**config.mk**
```make
export PLATFORM = sky130hd
export DESIGN_NAME = operand_loader
export DESIGN_NICKNAME = d
export VERILOG_FILES = /design/src/rtl/operand_pkg.sv /design/src/rtl/operand_fifo.sv /design/src/rtl/operand_loader.sv
export SDC_FILE = /design/constraint.sdc
export NUM_CORES = 1
export LEC_CHECK = 0
export CAP_MARGIN = 20
export CORE_MARGIN = 2
export CORE_UTILIZATION = 53
export DETAILED_ROUTE_END_ITERATION = 10
export PLACE_DENSITY_LB_ADDON = 0.08
export RECOVER_POWER = 50
export SLEW_MARGIN = 20
export SYNTH_ARGS = -nofsm -noshare
export SYNTH_HDL_FRONTEND = slang
export SYNTH_HIERARCHICAL = 1
export SYNTH_SLANG_ARGS = --single-unit
export TNS_END_PERCENT = 1
```
**constraint.sdc**
```tcl
create_clock -name clk -period 6.1 [get_ports clk]
set_input_delay 1.525 -clock clk [delete_from_list [all_inputs] [get_ports clk]]
set_output_delay 1.525 -clock clk [all_outputs]
set_load 0.005 [all_outputs]
```
**src/rtl/operand_pkg.sv**
```systemverilog
// Shared types and constants for the operand loader and its FIFO.
package operand_pkg;

  typedef enum logic {
    WAIT_A = 1'b0,
    WAIT_B = 1'b1
  } state_t;

  localparam int NIB_W           = 4;
  localparam int OP_W            = 8;
  localparam int DEF_DEPTH       = 4;
  localparam int DEF_SYNC_STAGES = 2;

endpackage

```
**src/rtl/operand_fifo.sv**
```systemverilog
// First-word fall-through FIFO of packed operand bytes with synchronous flush.
module operand_fifo #(
  parameter int DEPTH = 4,
  parameter int W     = 8
) (
  input  logic                     clk,
  input  logic                     reset,
  input  logic                     flush,
  input  logic                     push,
  input  logic [W-1:0]             push_data,
  input  logic                     pop,
  output logic [W-1:0]             head,
  output logic                     full,
  output logic                     empty,
  output logic [$clog2(DEPTH):0]   count
);

  localparam int AW = $clog2(DEPTH);

  logic [W-1:0]  mem [DEPTH];
  logic [AW-1:0] wr_ptr;
  logic [AW-1:0] rd_ptr;
  logic          push_ok;
  logic          pop_ok;

  assign empty   = (count == '0);
  assign full    = (count == (AW+1)'(DEPTH));
  assign pop_ok  = pop & ~empty;
  // A full FIFO still takes a push when the head leaves in the same cycle.
  assign push_ok = push & (~full | pop_ok);
  assign head    = mem[rd_ptr];

  always_ff @(posedge clk or posedge reset) begin
    if (reset) begin
      wr_ptr <= '0;
      rd_ptr <= '0;
      count  <= '0;
      for (int i = 0; i < DEPTH; i++) mem[i] <= '0;
    end else if (flush) begin
      wr_ptr <= '0;
      rd_ptr <= '0;
      count  <= '0;
    end else begin
      if (push_ok) begin
        mem[wr_ptr] <= push_data;
        wr_ptr      <= wr_ptr + 1'b1;
      end
      if (pop_ok) rd_ptr <= rd_ptr + 1'b1;
      if (push_ok && !pop_ok)      count <= count + 1'b1;
      else if (!push_ok && pop_ok) count <= count - 1'b1;
    end
  end

endmodule

```
**src/rtl/operand_loader.sv**
```systemverilog
// Synchronizes pin nibbles and strobe, pairs A then B into {B, A} bytes and
// buffers them for the adder stage over a valid/ready handshake.
module operand_loader
  import operand_pkg::*;
#(
  parameter int DEPTH       = DEF_DEPTH,
  parameter int SYNC_STAGES = DEF_SYNC_STAGES
) (
  input  logic                     clk,
  input  logic                     reset,
  input  logic [NIB_W-1:0]         nib_in,
  input  logic                     nib_stb,
  input  logic                     clear,
  output logic [OP_W-1:0]          op_data,
  output logic                     op_valid,
  input  logic                     op_ready,
  output logic [$clog2(DEPTH):0]   fifo_count,
  output logic                     expect_b,
  output logic                     overflow
);

  // Handshake: a byte transfers on every clk edge where op_valid and
  // op_ready are both high; op_data holds the head while op_valid is high.

  logic [NIB_W-1:0]     nib_sync [SYNC_STAGES];
  logic [SYNC_STAGES-1:0] stb_sync;
  logic                 stb_prev;
  logic [SYNC_STAGES:0] prime;
  logic                 stb_rise;
  logic [NIB_W-1:0]     nib_now;

  state_t               state;
  logic [NIB_W-1:0]     a_reg;
  logic                 push_req;
  logic                 fifo_full;
  logic                 fifo_empty;
  logic                 pop;

  always_ff @(posedge clk or posedge reset) begin
    if (reset) begin
      for (int i = 0; i < SYNC_STAGES; i++) nib_sync[i] <= '0;
      stb_sync <= '0;
      stb_prev <= 1'b0;
      prime    <= '0;
    end else begin
      nib_sync[0] <= nib_in;
      for (int i = 1; i < SYNC_STAGES; i++) nib_sync[i] <= nib_sync[i-1];
      stb_sync <= {stb_sync[SYNC_STAGES-2:0], nib_stb};
      stb_prev <= stb_sync[SYNC_STAGES-1];
      prime    <= {prime[SYNC_STAGES-1:0], 1'b1};
    end
  end

  // Edges are only trusted once the chain and stb_prev hold real pin samples,
  // so a strobe already high at reset release is not mistaken for a rise.
  assign stb_rise = stb_sync[SYNC_STAGES-1] & ~stb_prev & prime[SYNC_STAGES];
  assign nib_now  = nib_sync[SYNC_STAGES-1];

  assign pop      = op_valid & op_ready;
  assign push_req = stb_rise & (state == WAIT_B) & ~clear;

  always_ff @(posedge clk or posedge reset) begin
    if (reset) begin
      state    <= WAIT_A;
      a_reg    <= '0;
      overflow <= 1'b0;
    end else if (clear) begin
      state    <= WAIT_A;
      a_reg    <= '0;
      overflow <= 1'b0;
    end else begin
      if (push_req && fifo_full && !pop) overflow <= 1'b1;
      case (state)
        WAIT_A: begin
          if (stb_rise) begin
            a_reg <= nib_now;
            state <= WAIT_B;
          end
        end
        WAIT_B: begin
          if (stb_rise) state <= WAIT_A;
        end
        default: state <= WAIT_A;
      endcase
    end
  end

  assign expect_b = (state == WAIT_B);
  assign op_valid = ~fifo_empty;

  operand_fifo #(
    .DEPTH (DEPTH),
    .W     (OP_W)
  ) u_fifo (
    .clk       (clk),
    .reset     (reset),
    .flush     (clear),
    .push      (push_req),
    .push_data ({nib_now, a_reg}),
    .pop       (op_ready),
    .head      (op_data),
    .full      (fifo_full),
    .empty     (fifo_empty),
    .count     (fifo_count)
  );

endmodule

```
=== Yosys cells after proc, flatten, opt, wreduce, memory -nomap -nowiden ===
Index checks and enable logic that the tools add are counted.
W data, S select, Z words.

* Input bits: 9
* Flip-flop bits (word level): 59
* Output and inout port bits: 14

* Reduce and logical (&&, ||, !) cells: 15
* Multiplexer cells: 22
* Order comparisons: 3
* $add $sub $neg: 4
* Equal/unequal tests: 2
* Bitwise gates (word level): 14

{| class="wikitable"
|+ Operator list
! operator !! number
|-
| $bwmux W32 || 1
|-
| $mux W8 || 3
|-
| $bmux W8 S2 || 1
|-
| $demux W8 S2 || 1
|-
| $mux W4 || 3
|-
| $mux W3 || 3
|-
| $mux W2 || 4
|-
| $reduce_bool A2 Y1 || 4
|-
| $and A1 B1 Y1 || 6
|-
| $ge A3 B3 Y1 const B || 2
|-
| $not A2 Y3 || 2
|-
| $logic_and A1 B1 Y1 || 5
|-
| $mux W1 || 5
|-
| $not A1 Y1 || 5
|-
| $add A2 B1 Y2 const B || 2
|-
| $reduce_and A2 Y1 || 2
|-
| $add A3 B1 Y3 const B || 1
|-
| $eq A3 B3 Y1 const B || 1
|-
| $logic_not A3 Y1 || 1
|-
| $lt A3 B1 Y1 const B || 1
|-
| $reduce_bool A3 Y1 || 1
|-
| $sub A3 B1 Y3 const B || 1
|-
| $logic_not A1 Y1 || 2
|-
| $ne A2 B2 Y1 const B || 1
|-
| 2 further kinds || 2
|}

=== Longest topological paths before layout ===
Gate-level depths: netlist of the first run.

* Depth after elaboration: 11
* Depth in mapped cells: 11
* Gate-level depth less buffers: 10

=== Hierarchy ===
Netlist of the first run, hierarchy kept.

{| class="wikitable"
|+ Modules (own cells, without submodules)
! module !! area each (µm²) !! sequential area each (µm²) !! times used !! cells each
|-
| operand_fifo || 1965.6 || 975.9 || 1 || 143
|-
| operand_loader || 639.4 || 500.5 || 1 || 41
|}

=== Worst setup path before layout of the first run ===
OpenSTA, ideal clock, no wires.

* Kind: in2reg
* Start point: input port op_ready
* End point: register u_fifo.count[2]
* Arrival time: 2738 ps
* Stages: 8
* Path buffers: 1
* Setup time: 82 ps
* Slack: 3280 ps
* Data required time: 6018 ps
* Cell sequence: buf_2 -> o21ai_0 -> nand2_1 -> nor2_1 -> fa_1 -> nor4b_1 -> a31oi_1 -> a31oi_1

* Cells in the longest elaborated chain, start to end: 6
* Elaborated cells on any way between the ends: 10
* Classes of those cells: mux (2); bitwise (3); reduce/logical (5)

{| class="wikitable"
|+ Ends and longest elaborated chain
! element !! RTL line !! source
|-
| from (decl) || operand_loader.sv:16 || <nowiki>input logic op_ready,</nowiki>
|-
| $and A1 B1 Y1 (*) || operand_fifo.sv:28 || <nowiki>assign pop_ok = pop & ~empty;</nowiki>
|-
| $or A1 B1 Y1 || operand_fifo.sv:30 || <nowiki>assign push_ok = push & (~full | pop_ok);</nowiki>
|-
| $and A1 B1 Y1 || operand_fifo.sv:30 ||
|-
| $logic_and A1 B1 Y1 or $logic_not A1 Y1 (tied branches) || operand_fifo.sv:49, operand_fifo.sv:50 ||
|-
| $mux W3 or $logic_and A1 B1 Y1 (tied branches) || operand_fifo.sv:49, operand_fifo.sv:50 ||
|-
| $mux W3 or $reduce_bool A3 Y1 (tied branches) || -- ||
|-
| to (signal assigned) || operand_fifo.sv:49 || <nowiki>if (push_ok && !pop_ok) count <= count + 1'b1;</nowiki>
|-
| to (signal assigned) || operand_fifo.sv:50 || <nowiki>else if (!push_ok && pop_ok) count <= count - 1'b1;</nowiki>
|-
| to (decl) || operand_fifo.sv:15 || <nowiki>output logic [$clog2(DEPTH):0] count</nowiki>
|}

Every way passes the cells marked *; elsewhere a longest branch is shown, timed or not.
A chain may end at the register's enable or synchronous reset.

=== Worst setup path after layout of the first run ===
* Start point: input port clear
* End point: register u_fifo.count[2]

* Cells in the longest elaborated chain, start to end: 6
* Elaborated cells on any way between the ends: 9
* Classes of those cells: mux (2); bitwise (3); reduce/logical (4)

{| class="wikitable"
|+ Ends and longest elaborated chain
! element !! RTL line !! source
|-
| from (decl) || operand_loader.sv:13 || <nowiki>input logic clear,</nowiki>
|-
| $not A1 Y1 (no line) (*) || -- ||
|-
| $and A1 B1 Y1 (*) || operand_loader.sv:60 || <nowiki>assign push_req = stb_rise & (state == WAIT_B) & ~clear;</nowiki>
|-
| net push_req || operand_loader.sv:34 || <nowiki>logic push_req;</nowiki>
|-
| $and A1 B1 Y1 (*) || operand_fifo.sv:30 ||
|-
| $logic_and A1 B1 Y1 or $logic_not A1 Y1 (tied branches) || operand_fifo.sv:49, operand_fifo.sv:50 ||
|-
| $mux W3 or $logic_and A1 B1 Y1 (tied branches) || operand_fifo.sv:49, operand_fifo.sv:50 ||
|-
| $mux W3 or $reduce_bool A3 Y1 (tied branches) || -- ||
|}

The timed path passes the listed nets; every way through them passes the cells marked *.

==> impl_metrics.csv, run 1 <==
group,metric,value,unit
drt,wl_met3,155,µm
cells_and_area,fill_cells,389,
drt,avgViaCountPerCell,5.39,
cells_and_area,multi_input_area,0.00103,mm²
sta,slew_viol_final,40,
logic_synthesis,synth_top_family_by_area,"multiplexers",
logic_synthesis,synth_nets,199,
global_route,grt_pass1_vias,1636,
critical_path,ff2ff_setup_slack,3.77,ns
power_and_ir_drop,p_leak,1.46,nW
floorplan,die_h,74.1,µm
floorplan,pin_count,23,
critical_path,critPathLaunch,"clear",
logic_synthesis,synth_top_cell_area_share,0.567,
hold_path,hold_path.class,"reg2reg",
logic_synthesis,synthCells,184,
power_and_ir_drop,power,0.000969,W
sta,holdWs,0.349,ns
sta,fin_crit,3.77,ns
critical_path,reg2reg_depth,10,
placed_design,portBuffers,22,
clocking,clock_path_buffers,2,
critical_path,r2r_start,"stb_sync[1]$_DFF_PP0_",
sta,timing.setup.tns,0,ns
logic_synthesis,synth_seq_cells,59,
drt,via_count,1514,
drt,drt_first_iter_violations,102,
drt,firstDrtPassIters,4,
drt,wl_per_cell,16.3,µm
logic_synthesis,synth-xor-area-share,0.0101,
clocking,cts_sinks,59,
clocking,cts_resized,0,
clocking,post_cts_buffers,0,
cells_and_area,nNetsFinal,224,
sta,setup_viol,0,
sta,grt_setup_unrepaired,"false",
logic_synthesis,async_flop_share,1.00,
sta,slew_headroom,-0.404,
logic_synthesis,synth_top_cell_by_area,"dfrtp_1",
logic_synthesis,avgSynthCellArea,14.2,µm²
floorplan,die-area,0.00549,mm²
floorplan,die_w,74.1,µm
run_status,violations,"capacitance limit, slew limit",
placed_design,placed_cell_area,0.00288,mm²
clocking,clk-insertion-delay-late,0.32,ns
sta,max_freq,265,MHz
drt,highest_layer,"met4",
clocking,cts_tree,"done",
logic_synthesis,synth_fa_ha_area_frac,0.0317,
logic_synthesis,syn_area,0.00260,mm²
logic_synthesis,ys_warn_count,6,
logic_synthesis,ys_types,31,
global_route,grt_max_degree,40,
sta,finalHoldViolations,0,
logic_synthesis,synthMuxAreaShare,0.244,
global_route,grt_pass1_wl,7780,µm
placed_design,place_congestion,0.732,
drt,wl_met1,1940,µm
global_route,gr-total-overflow,0,
critical_path,crit_required,6.33,ns
clocking,clkTransAtPathRegs,0.06,ns
logic_synthesis,synth_edf_count,0,
cells_and_area,final_cell_area,0.00309,mm²
power_and_ir_drop,power.density,314,mW/mm²
drt,detail_route.drc_violations,0,
cells_and_area,top_register,"u_fifo/mem",
sta,skew,0.00342,ns
logic_synthesis,ys_seq_area_frac,0.567,
placed_design,post-dp-hpwl,3100,µm
critical_path,end_kind,"register",
logic_synthesis,synth-compound-area-share,0.0216,
logic_synthesis,yosys_most_used_dff,"dfrtp_1",
logic_synthesis,synth-simple-area-share,0.0884,
cells_and_area,seq_area,0.00148,mm²
global_route,grtUsageTotal,0.197,
drt,route.met2.wl,2440,µm
drt,postRouteAntennaNets,0,
power_and_ir_drop,peakVddDrop,0.192,mV
critical_path,arrival,4.00,ns
floorplan,core,0.00472,mm²
critical_path,critPathLaunchType,"input port",
clocking,cts_max_level,3,
placed_design,place_ws,1.99,ns
sta,setup_ws,2.33,ns
cells_and_area,syn2layout_area_growth,18.5,%
critical_path,regToRegEndpoint,"u_fifo/count[2]$_DFFE_PP0P_",
clocking,hold_buffers,0,
clocking,cts_buffers,9,
job,maxCapViolCount,1,
critical_path,crit_fanout,22,
floorplan,fp-row-count,25,
cells_and_area,largest_register_ffs,32,
sta,worstMarginPinSlew,2.11,ns
drt,routed_wirelength,4590,µm
clocking,root_buffer,"clkbuf_8",
sta,period_share,0.618,
cells_and_area,antenna_cells,0,
logic_synthesis,synth.top_cells.by_area,"dfrtp_1 (57%), mux2_1 (14%), mux4_2 (6.9%), nor2_1 (2.4%), ha_1 (2.4%)",
run_status,status,"finished with violations",
critical_path,worstSetupPathType,"in2reg",
global_route,antenna_found_initial,0,
floorplan,initial_core_util,0.552,
cells_and_area,drive_gt1_frac,0.145,
critical_path,endpoint,"u_fifo/count[2]$_DFFE_PP0P_",
[metrics by stage]
step / cells / util
floorplan: 184 / -
finish: 281 / 0.654
global route: 281 / 0.654
CTS: 281 / 0.654
detailed placement: 265 / 0.609
global placement: 265 / 0.609
[worst max-delay path: stages]
cell and delay, ns:
clkdlybuf4s50_1 0.77, nor2b_1 0.70, nand2_1 0.10, nor2_1 0.14, fa_1 0.22, nand2b_1 0.09
or3_1 0.32, a31oi_1 0.13
[how the worst min path moves through the flow]
stage,start,to,slack [ns],depth (start not counted)
after floorplan,nib_sync[4]$_DFF_PP0_,nib_now[0]$_DFF_PP0_,0.33,0
after global placement,nib_sync[7]$_DFF_PP0_,nib_now[3]$_DFF_PP0_,0.33,0
after detailed placement,nib_sync[5]$_DFF_PP0_,nib_now[1]$_DFF_PP0_,0.34,0
after CTS,nib_sync[5]$_DFF_PP0_,nib_now[1]$_DFF_PP0_,0.35,0
after global routing,nib_sync[5]$_DFF_PP0_,nib_now[1]$_DFF_PP0_,0.36,0
final,nib_sync[5]$_DFF_PP0_,nib_now[1]$_DFF_PP0_,0.35,0
[cells by family (layout without fill, tap and decap cells)]
| group | after synthesis | in the layout |
|---|---|---|
| xor+xnor | 3 | 3 |
| fa+ha+maj | 6 | 6 |
| other cells | 1 | 1 |
| flops | 59 | 59 |
| simple gates | 38 | 38 |
| mux | 49 | 49 |
| compound gates | 8 | 8 |
| buf+inv | 20 | 50 |
[cell usage in the layout (no fill, tap or decap), drive strengths merged, types with 2 or more instances in the layout]
master,netlist,routed
mux2,35,35
clkdlybuf4s50,0,16
dlygate4sd3,0,6
mux2i,6,6
nand2,2,2
nand2b,5,5
nor2b,4,4
clkinv,0,2
ha,5,5
dfrtp,59,59
nor4b,2,2
nor2,17,17
clkbuf,2,13
nor4bb,4,4
a31oi,3,3
xor2,2,2
buf,11,4
inv,7,7
mux4,8,8
[metal layers]
layer | GRT usage | up-vias
met1 | 0.237 | 784
li1 | - | 688
met5 | 0 | -
met4 | 0.0788 | 0
met3 | 0.0732 | 6
met2 | 0.322 | 36
[cell type report]
class	instances	area share
sequential	59	0.478
multi-input combinational	105	0.335
timing repair buffer	27	0.0823
clock buffer	12	0.0535
tap	67	0.0272
clock inverter	4	0.0154
inverter	7	0.00851
[cell usage after synthesis (3+ instances only)]
cell type	n
buf_2	10
dfrtp_1	59
a31oi_1	3
mux2i_1	6
mux4_2	8
nor4bb_1	4
nand2b_1	5
nor2b_1	4
inv_1	7
nor2_1	17
mux2_1	33
ha_1	5
[power by group]
part           switching [W]  internal, W
clock               0.000142     0.000220
combinational      0.0000683    0.0000895
sequential         0.0000384     0.000410
total               0.000249     0.000720
(Power assumes the default switching activity.)
==> run 2, diff against run 1 <==
Settings changed: CORE_UTILIZATION 53 to 51.
Clock period 6.1 ns to 3.3 ns, I/O delays scaled along.
==> run 2 against run 1 <==
Effect of this change:
- the run now ends clean
- sequential share of layout area decreased by 0.23 points
- core utilization shrank 3.4 points
- clock power is 95% higher
- largest cell class unchanged
- clock-buffer cell count unchanged
- die area up 3.7%
- global-route usage decreased by 0.59 points
- cell area is 0.49% higher
- critical path type is now reg2out
- setup slack worse by 2.0 ns
- clock skew increased by 0.0040 ns
- non-clock buffer count increased by 1
- flip-flop and latch count stayed put
- highest routed layer unchanged
- critical path depth shrank 6
==> impl_metrics.csv, run 2 (same netlist as run 1, synthesis figures left out) <==
group,metric,value,unit
run_status,status,"completed",
cells_and_area,syn2layout_area_growth,19.1,%
cells_and_area,drive_gt1_frac,0.140,
cells_and_area,largest_register_ffs,32,
sta,slew_headroom,0.348,
power_and_ir_drop,power.density,591,mW/mm²
cells_and_area,top_register,"u_fifo/mem",
placed_design,place_ws,0.364,ns
cells_and_area,layout_commonest_cell,"dfrtp_1",
clocking,clkTransAtPathRegs,0.06,ns
drt,via_count,1507,
cells_and_area,final_cell_mix,"dfrtp_1 (59), mux2_1 (33), nor2_1 (17)",
clocking,cts_buffers,9,
critical_path,critPathLaunchType,"register",
sta,timing.setup.tns,0,ns
floorplan,die_h,75.5,µm
sta,slew_viol_final,0,
drt,routed_wirelength,4720,µm
drt,firstDrtPassIters,4,
global_route,grt_max_degree,40,
sta,fin_crit,2.93,ns
global_route,grt_pass1_wl,7630,µm
global_route,grt_pass1_vias,1562,
floorplan,die-area,0.00570,mm²
sta,worstMarginPinSlew,0.979,ns
cells_and_area,fill_cells,400,
power_and_ir_drop,peakVddDrop,0.334,mV
sta,finalHoldViolations,0,
clocking,cts_tree,"done",
clocking,clk-insertion-delay-late,0.31,ns
clocking,root_buffer,"clkbuf_8",
critical_path,worstSetupPathType,"reg2out",
drt,avgViaCountPerCell,5.29,
placed_design,place_congestion,0.766,
global_route,antenna_found_initial,0,
drt,wl_per_cell,16.6,µm
drt,drt_first_iter_violations,93,
clocking,hold_buffers,0,
cells_and_area,stdcell_count,285,
clocking,cts_sinks,59,
critical_path,end_kind,"output pin",
clocking,clock_path_buffers,2,
floorplan,initial_core_util,0.520,
placed_design,dp.cells,269,
floorplan,pin_count,23,
global_route,gr-total-overflow,0,
critical_path,r2r_start,"stb_sync[1]$_DFF_PP0_",
global_route,grtUsageTotal,0.191,
floorplan,fp-row-count,26,
clocking,post_cts_buffers,0,
floorplan,core,0.00501,mm²
sta,setup_ws,0.371,ns
sta,holdWs,0.350,ns
placed_design,portBuffers,22,
sta,period_share,0.888,
critical_path,crit_required,2.47,ns
sta,max_freq,341,MHz
clocking,cts_resized,0,
sta,skew,0.00746,ns
cells_and_area,nNetsFinal,225,
floorplan,die_w,75.5,µm
power_and_ir_drop,power,0.00183,W
sta,grt_setup_unrepaired,"false",
clocking,cts_max_level,3,
drt,detail_route.drc_violations,0,
cells_and_area,antenna_cells,0,
critical_path,critPathLaunch,"u_fifo/rd_ptr[0]$_DFFE_PP0P_",
sta,setup_viol,0,
job,maxCapViolCount,0,
power_and_ir_drop,p_leak,1.47,nW
hold_path,hold_path.class,"reg2reg",
placed_design,post-dp-hpwl,3220,µm
hold_path,min_from,"prime[1]$_DFF_PP0_",
drt,postRouteAntennaNets,0,
critical_path,crit_fanout,10,
critical_path,arrival,2.10,ns
## run 2: area by class of cell
cell class	instances	area [µm²]	share of cell area
clock buffers	12	145	0.0468
well taps	70	87.6	0.0282
repair buffers	28	259	0.0835
clock inverters	4	73.8	0.0238
flip-flops and latches	59	1480	0.476
multi-input cells	105	1030	0.333
inverters	7	26.3	0.00847
## run 2: worst max-delay path, stage by stage (launching register included)
cell and delay (ns):
dfrtp_1 0.74, mux4_2 0.60, clkdlybuf4s50_1 0.46
## run 2: report_power, final
part / total (W) / leakage (nW) / switching, W / internal (W)
Clock: 0.000709 / 0.111 / 0.000262 / 0.000447
Sequential: 0.000829 / 0.789 / 0.0000721 / 0.000757
Combinational: 0.000296 / 0.569 / 0.000130 / 0.000166
Total: 0.00183 / 1.47 / 0.000464 / 0.00137
## run 2: worst paths after layout
| path | slack, ns | to | cells after the start |
|---|---|---|---|
| worst max-delay path | 0.37 | op_data[4] | 2 |
| worst min-delay path | 0.35 | prime[2]$_DFF_PP0_ | 0 |
| worst max register to register | 0.85 | u_fifo/count[2]$_DFFE_PP0P_ | 10 |
| worst min register to register | 0.35 | prime[2]$_DFF_PP0_ | 0 |
| max in group asynchronous | 1.41 | u_fifo/mem[21]$_DFFE_PP0P_ | 3 |
| min in group asynchronous | 1.09 | nib_sync[5]$_DFF_PP0_ | 2 |
## run 2: metal layers
metal / vias up / GRT usage / share of wire
met1: 770 / 0.230 / 0.42
li1: 694 / - / -
met3: 8 / 0.0529 / 0.026
met5: - / 0 / 0
met4: 0 / 0.0858 / 0.014
met2: 35 / 0.321 / 0.53
## run 2: metrics by stage
step                      utilization  instance area [µm²]
after global placement          0.577                 2890
final                           0.619                 3100
after CTS                       0.620                 3110
after global routing            0.619                 3100
after floorplan                     -                 2610
after detailed placement        0.577                 2890
